--- config.mk ---
export PLATFORM = sky130hd
export DESIGN_NAME = sr_cmd_gen
export DESIGN_NICKNAME = d
export VERILOG_FILES = /design/src/rtl/sr_cmd_gen.sv
export SDC_FILE = /design/constraint.sdc
export NUM_CORES = 1
export LEC_CHECK = 0
export ABC_CLOCK_PERIOD_IN_PS = 1500
export BUFFER_PORTS_ARGS = -buffer_cell sky130_fd_sc_hd__buf_2
export CORE_MARGIN = 5
export CORE_UTILIZATION = 40
export DETAILED_ROUTE_END_ITERATION = 10
export PLACE_DENSITY = 0.63
export SETUP_SLACK_MARGIN = 0.4
export SLEW_MARGIN = 20
export SYNTH_ARGS = -nofsm -noshare
export SYNTH_HDL_FRONTEND = slang
export SYNTH_SLANG_ARGS = --single-unit
--- constraint.sdc ---
create_clock -name clk -period 1.5 [get_ports clk]
set_input_delay 0.15 -clock clk [delete_from_list [all_inputs] [get_ports clk]]
set_output_delay 0.15 -clock clk [all_outputs]
set_load 0.01 [all_outputs]
--- src/rtl/sr_cmd_gen.sv ---
// rtl/sr_cmd_gen.sv - S/R command generator for a downstream SR flip-flop
//
// Turns two raw, asynchronous, bouncy request lines into clean single-cycle
// S or R pulses. Each line is synchronised (2 FF), debounced and edge
// detected; rising edges latch into pending bits that a small IDLE/GAP FSM
// arbitrates, spaces out and optionally filters against a shadow of Q.
// s_out and r_out are never high together.
//
// Ports:
//   clk       in   clock
//   rst       in   synchronous reset, active-high
//   set_raw   in   asynchronous set request
//   clr_raw   in   asynchronous clear request
//   s_out     out  one-cycle set pulse to the downstream S input
//   r_out     out  one-cycle reset pulse to the downstream R input
//   busy      out  high while in the GAP state
//   conflict  out  one-cycle pulse when both requests are pending in IDLE
//   q_shadow  out  model of the downstream Q

module sr_cmd_gen #(
    parameter int DEBOUNCE_CYCLES    = 4,
    parameter int MIN_GAP            = 3,
    parameter int PRIORITY           = 0,
    parameter int DROP_LOSER         = 0,
    parameter int SUPPRESS_REDUNDANT = 1
) (
    input  logic clk,
    input  logic rst,
    input  logic set_raw,
    input  logic clr_raw,
    output logic s_out,
    output logic r_out,
    output logic busy,
    output logic conflict,
    output logic q_shadow
);

    localparam int CW = (DEBOUNCE_CYCLES > 1) ? $clog2(DEBOUNCE_CYCLES) : 1;
    localparam logic [CW-1:0] CNT_LAST = CW'(DEBOUNCE_CYCLES - 1);
    localparam int GW = (MIN_GAP > 1) ? $clog2(MIN_GAP) : 1;
    localparam logic [GW-1:0] GAP_LAST = GW'((MIN_GAP > 0) ? (MIN_GAP - 1) : 0);

    typedef enum logic {
        IDLE = 1'b0,
        GAP  = 1'b1
    } state_t;

    // Channel index 0 = set request, 1 = clear request.
    logic [1:0]    raw;
    logic [1:0]    sync1;
    logic [1:0]    sync2;
    logic [1:0]    db;
    logic [1:0]    db_d;
    logic [CW-1:0] cnt [2];
    logic [1:0]    rise;

    logic [1:0]    pend;
    logic [1:0]    pend_clear;
    logic [1:0]    pend_next;

    state_t        state;
    state_t        state_next;
    logic [GW-1:0] gap_cnt;
    logic [GW-1:0] gap_cnt_next;

    logic          s_next;
    logic          r_next;
    logic          conflict_next;
    logic          q_next;
    logic          win_set;
    logic          redundant;

    assign raw  = {clr_raw, set_raw};
    assign rise = db & ~db_d;

    // Synchroniser, debounce and edge-detect delay for both channels.
    always_ff @(posedge clk) begin
        if (rst) begin
            sync1 <= 2'b00;
            sync2 <= 2'b00;
            db    <= 2'b00;
            db_d  <= 2'b00;
            for (int i = 0; i < 2; i++) begin
                cnt[i] <= '0;
            end
        end else begin
            sync1 <= raw;
            sync2 <= sync1;
            db_d  <= db;
            for (int i = 0; i < 2; i++) begin
                if (sync2[i] == db[i]) begin
                    cnt[i] <= '0;
                end else if (cnt[i] == CNT_LAST) begin
                    db[i]  <= sync2[i];
                    cnt[i] <= '0;
                end else begin
                    cnt[i] <= cnt[i] + 1'b1;
                end
            end
        end
    end

    // A fresh edge in the same cycle as a clear must survive, so OR it last.
    assign pend_next = (pend & ~pend_clear) | rise;

    always_ff @(posedge clk) begin
        if (rst) begin
            state    <= IDLE;
            gap_cnt  <= '0;
            pend     <= 2'b00;
            s_out    <= 1'b0;
            r_out    <= 1'b0;
            conflict <= 1'b0;
            q_shadow <= 1'b0;
        end else begin
            state    <= state_next;
            gap_cnt  <= gap_cnt_next;
            pend     <= pend_next;
            s_out    <= s_next;
            r_out    <= r_next;
            conflict <= conflict_next;
            q_shadow <= q_next;
        end
    end

    always_comb begin
        state_next    = state;
        gap_cnt_next  = gap_cnt;
        pend_clear    = 2'b00;
        s_next        = 1'b0;
        r_next        = 1'b0;
        conflict_next = 1'b0;
        q_next        = q_shadow;
        win_set       = 1'b0;
        redundant     = 1'b0;

        case (state)
            IDLE: begin
                if (pend != 2'b00) begin
                    if (pend == 2'b11) begin
                        conflict_next = 1'b1;
                        win_set       = (PRIORITY != 0);
                        if (DROP_LOSER != 0) begin
                            pend_clear = 2'b11;
                        end else begin
                            pend_clear = win_set ? 2'b01 : 2'b10;
                        end
                    end else begin
                        win_set    = pend[0];
                        pend_clear = pend;
                    end

                    // A command that would not move Q is consumed silently.
                    redundant = (SUPPRESS_REDUNDANT != 0) && (win_set == q_shadow);

                    if (!redundant) begin
                        s_next = win_set;
                        r_next = ~win_set;
                        q_next = win_set;
                        if (MIN_GAP > 0) begin
                            state_next   = GAP;
                            gap_cnt_next = '0;
                        end
                    end
                end
            end
            GAP: begin
                if (gap_cnt == GAP_LAST) begin
                    state_next   = IDLE;
                    gap_cnt_next = '0;
                end else begin
                    gap_cnt_next = gap_cnt + 1'b1;
                end
            end
            default: begin
                state_next   = IDLE;
                gap_cnt_next = '0;
            end
        endcase
    end

    assign busy = (state == GAP);

endmodule
# Yosys cells after proc, flatten, opt, wreduce, memory -nomap -nowiden
# Memory sizes are Yosys's and may differ from the RTL's.
# Index checks and enable logic that the tools add are counted.
# totals
register_bits	17
mem_bits_rw	4
input_bits	4
output_inout_bits	5
word_cells	94
n_memories	1
# classes
n_addsub	3
n_eq_ne	9
mux	45
bitwise_logic	17
reduce_logical	7
# memory_table
name	depth	width	read_ports	rd_clocked_by_memory_dff	wr	line	rtl
cnt	2	2	2	0	2	54	logic [CW-1:0] cnt [2];
# ops
op	n
$mux 1	31
$mux 2	12
$eq 2x2->1 const B	4
$add 2x1->2 const B	3
$not 1->1	6
$or 1x1->1	6
$reduce_and 2->1	3
$and 2x2->2	2
$ne 2x2->1 const B	2
$not 2->2	2
$pmux 2 s2	1
$reduce_or 4->1	1
$eq 1x1->1	3
$reduce_and 3->1	1
$reduce_or 3->1	1
$or 2x2->2	1
$pmux 1 s2	1
$reduce_bool 2->1	1

# Logic depth before layout (Yosys ltp)
# depth
word_depth	8
ltp_mapped	4
depth_no_buf	3

# Worst setup path after synthesis
# OpenSTA, ideal clock, no wires.
# synth_path
kind	register -> register
from	memory cnt[0][0] (netlist name)
to	memory cnt[0][0] (netlist name), data pin
setup_time_ns	0.139
t_arrival_ns	1.042
required_time_ns	1.361
path_slack_ns	0.319
path_stages_with_launch	4
n_path_buf	0
period_less_slack_ns	1.181
path_cell_list	edfxtp_1 ha_1 or3_1 nor2_1
# synth_rtl
item	line
start: declaration	54

==> flow_summary.json <==
{
  "cts-hold-fix-buffers": 0,
  "grtUsageTotal_pct": 9.76,
  "final_layout_size_suffix_gt1_share_pct": 32.2,
  "die-area_um2": 2890,
  "grt_pass1_wl_um": 1930,
  "antennaDiodeCount": 0,
  "gr-total-overflow": 0,
  "gp_congestion": 0.681,
  "routedWlPerCell_um": 10.1,
  "fp-row-count": 15,
  "synthAdderAreaFrac_pct": 3.27,
  "cp.arrival_ns": 1.33,
  "synth_seq_cells": 21,
  "synth-seq-area-share_pct": 60.2,
  "end_kind": "flip-flop",
  "yosysUniqueCellTypes": 25,
  "htree_levels": 1,
  "synthesis.area_um2": 764,
  "p_total_w": 0.000901,
  "synth_top_area_share_pct": 44.5,
  "postLayoutCoreUtil_pct": 52.3,
  "grt_max_degree": 20,
  "clockRootBuffer": "clkbuf_4",
  "critical_path.top_delay_family": "simple AND/OR/NAND/NOR gates",
  "peakVddDrop_uv": 478,
  "cts_tree": "built",
  "drtPass1Iterations": 3,
  "nNetsFinal": 94,
  "crit_chain": "ha_2 -> or3_4 -> nor2_2",
  "fin_ws_ns": 0.337,
  "setup_violations": 0,
  "pre_cts_ws_ns": 0.353,
  "syn2layout_area_growth_pct": 20.6,
  "max_stage_delay_ns": 0.41,
  "hold_violations": 0,
  "crit_slowest_cell": "edfxtp_1",
  "initial_core_util_pct": 43.3,
  "path_buf_inv": 0,
  "synth.mux.area_fraction_pct": 2.62,
  "io_buffers": 8,
  "ys_top_cells_by_area": "dfxtp_1, edfxtp_1, nor2b_1",
  "holdWs_ns": 0.0609,
  "clkSinkCount": 21,
  "power_density_nw_per_um2": 977,
  "min_path_type": "in2reg",
  "ioPinCount": 9,
  "clkTransAtPathRegs_ns": 0.11,
  "synth_compound_area_share_pct": 7.69,
  "synth_top_family_by_area": "simple AND/OR/NAND/NOR gates",
  "period_share_pct": 77.5,
  "cap_violations": 0,
  "start_kind": "flip-flop",
  "synth_area_leader_cell": "dfxtp_1",
  "setup_tns_ns": 0,
  "leakage_nw": 0.364,
  "ant_nets": 0,
  "layout_commonest_cell": "dfxtp_1",
  "hpwl_um": 743,
  "clock_path_buffers": 2,
  "rsz0062_at_grt": "true",
  "vias": 502,
  "die-height_um": 53.7,
  "worstSkewPairLatency_ns": 0.31,
  "synth_xor_xnor_area_share_pct": 2.29,
  "fmax_mhz": 860,
  "synth_cells": 70,
  "crit_type": "reg2reg",
  "final_cell_mix": "dfxtp_1, buf_2, nor2b_1, nor2_1, buf_4",
  "die_x_um": 53.7,
  "detail_route.wirelength_um": 1130,
  "viasPerCell": 4.48,
  "min_period_ns": 1.16,
  "avgSynthCellArea_um2": 10.9,
  "cts_buffers": 3,
  "yosysWarnings": 0,
  "nFillCells": 180,
  "cp.required_ns": 1.67,
  "antenna_found_initial": 0,
  "report.final.slew_viol_count": 0,
  "core_um2": 1760,
  "first_global_vias": 478,
  "outcome": "completed",
  "yosys.area_share.simple_pct": 20.1,
  "fin_worst_skew_ns": 0.0125,
  "drc": 0,
  "first_iter_violations": 2,
  "path_max_fanout": 2
}
[report_power, final]
part	total [W]	switching, W	internal (W)
Combinational	0.0000398	0.0000200	0.0000198
Sequential	0.000591	0.00000635	0.000585
Clock	0.000270	0.000170	0.0000995
Total	0.000901	0.000197	0.000704
[worst paths after layout]
| kind | from | to | slack, ns | cells past startpoint |
|---|---|---|---|---|
| worst max register to register | cnt[0][0]$_SDFFCE_PN0P_ | cnt[0][1]$_SDFFCE_PN0P_ | 0.34 | 3 |
| worst min-delay path | clr_raw | sync1[1]$_SDFF_PP0_ | 0.06 | 2 |
| worst min register to register | sync1[1]$_SDFF_PP0_ | sync2[1]$_SDFF_PP0_ | 0.46 | 1 |
| worst max-delay path | cnt[0][0]$_SDFFCE_PN0P_ | cnt[0][1]$_SDFFCE_PN0P_ | 0.34 | 3 |
[registers in the layout, indices dropped and copies added, names as in the netlist]
name,flops
busy,1
pend,2
cnt,4
sync2,2
r_out,1
gap_cnt,2
s_out,1
q_shadow,1
db_d,2
db,2
sync1,2
conflict,1
[worst reg2reg max path, stage by stage, from the launching register on]
cell      delay (ns)
edfxtp_1        0.41
ha_2            0.19
or3_4           0.33
nor2_2          0.10
[layout make-up]
cell class / instances / area (um2) / share of cell area, %
Tap cell: 25 / 31.3 / 3.39
Sequential cell: 21 / 468 / 50.7
Timing Repair Buffer: 13 / 77.6 / 8.41
Multi-Input combinational cell: 46 / 307 / 33.2
Clock buffer: 3 / 22.5 / 2.44
Inverter: 3 / 11.3 / 1.22
Clock inverter: 1 / 5.00 / 0.543
[synth_stat cells]
cell / number
xnor2_1: 2
nand3_1: 1
nand2_1: 2
clkbuf_1: 1
or3_1: 2
dfxtp_1: 17
a31oi_1: 1
nor2b_1: 7
buf_2: 2
nand2b_1: 2
nand3b_1: 1
o21ai_0: 1
edfxtp_1: 4
mux2i_1: 2
nor2_1: 7
nor3b_1: 1
nor4bb_1: 1
a221oi_2: 1
inv_1: 3
ha_1: 2
a211oi_1: 1
or3b_4: 1
a21oi_1: 5
conb_1: 1
nor3_1: 2
[through the flow]
step | instances | area, um2
2_1_floorplan | 73 | 781
3_3_place_gp | 103 | 838
3_5_place_dp | 103 | 838
4_1_cts | 111 | 901
5_1_grt | 112 | 922
6_report | 112 | 922
[logic make-up (layout without fill, tap and decap cells)]
group,after synthesis,count (layout)
fa+ha+maj,2,2
mux,2,2
compound gates,9,9
buf+inv,6,20
flops,21,21
xor+xnor,2,2
simple gates,27,27
other cells,1,4
[layer usage]
layer  vias up  global-route usage [%]  share of wire (%)
met5         -                       0                  0
met4         0                    8.94                3.7
met3         5                    2.49                3.3
met2         7                    14.7                 45
met1       223                    11.2                 48
li1        267                       -                  -
[repair_timing]
| action | in CTS | in global routing |
|---|---|---|
| setup endpoints to repair | 7 | 9 |
| pin swaps | 1 | 1 |
| buffers inserted | 4 | 1 |
| gates resized for setup | 4 | 4 |
(Power assumes the default switching activity.)
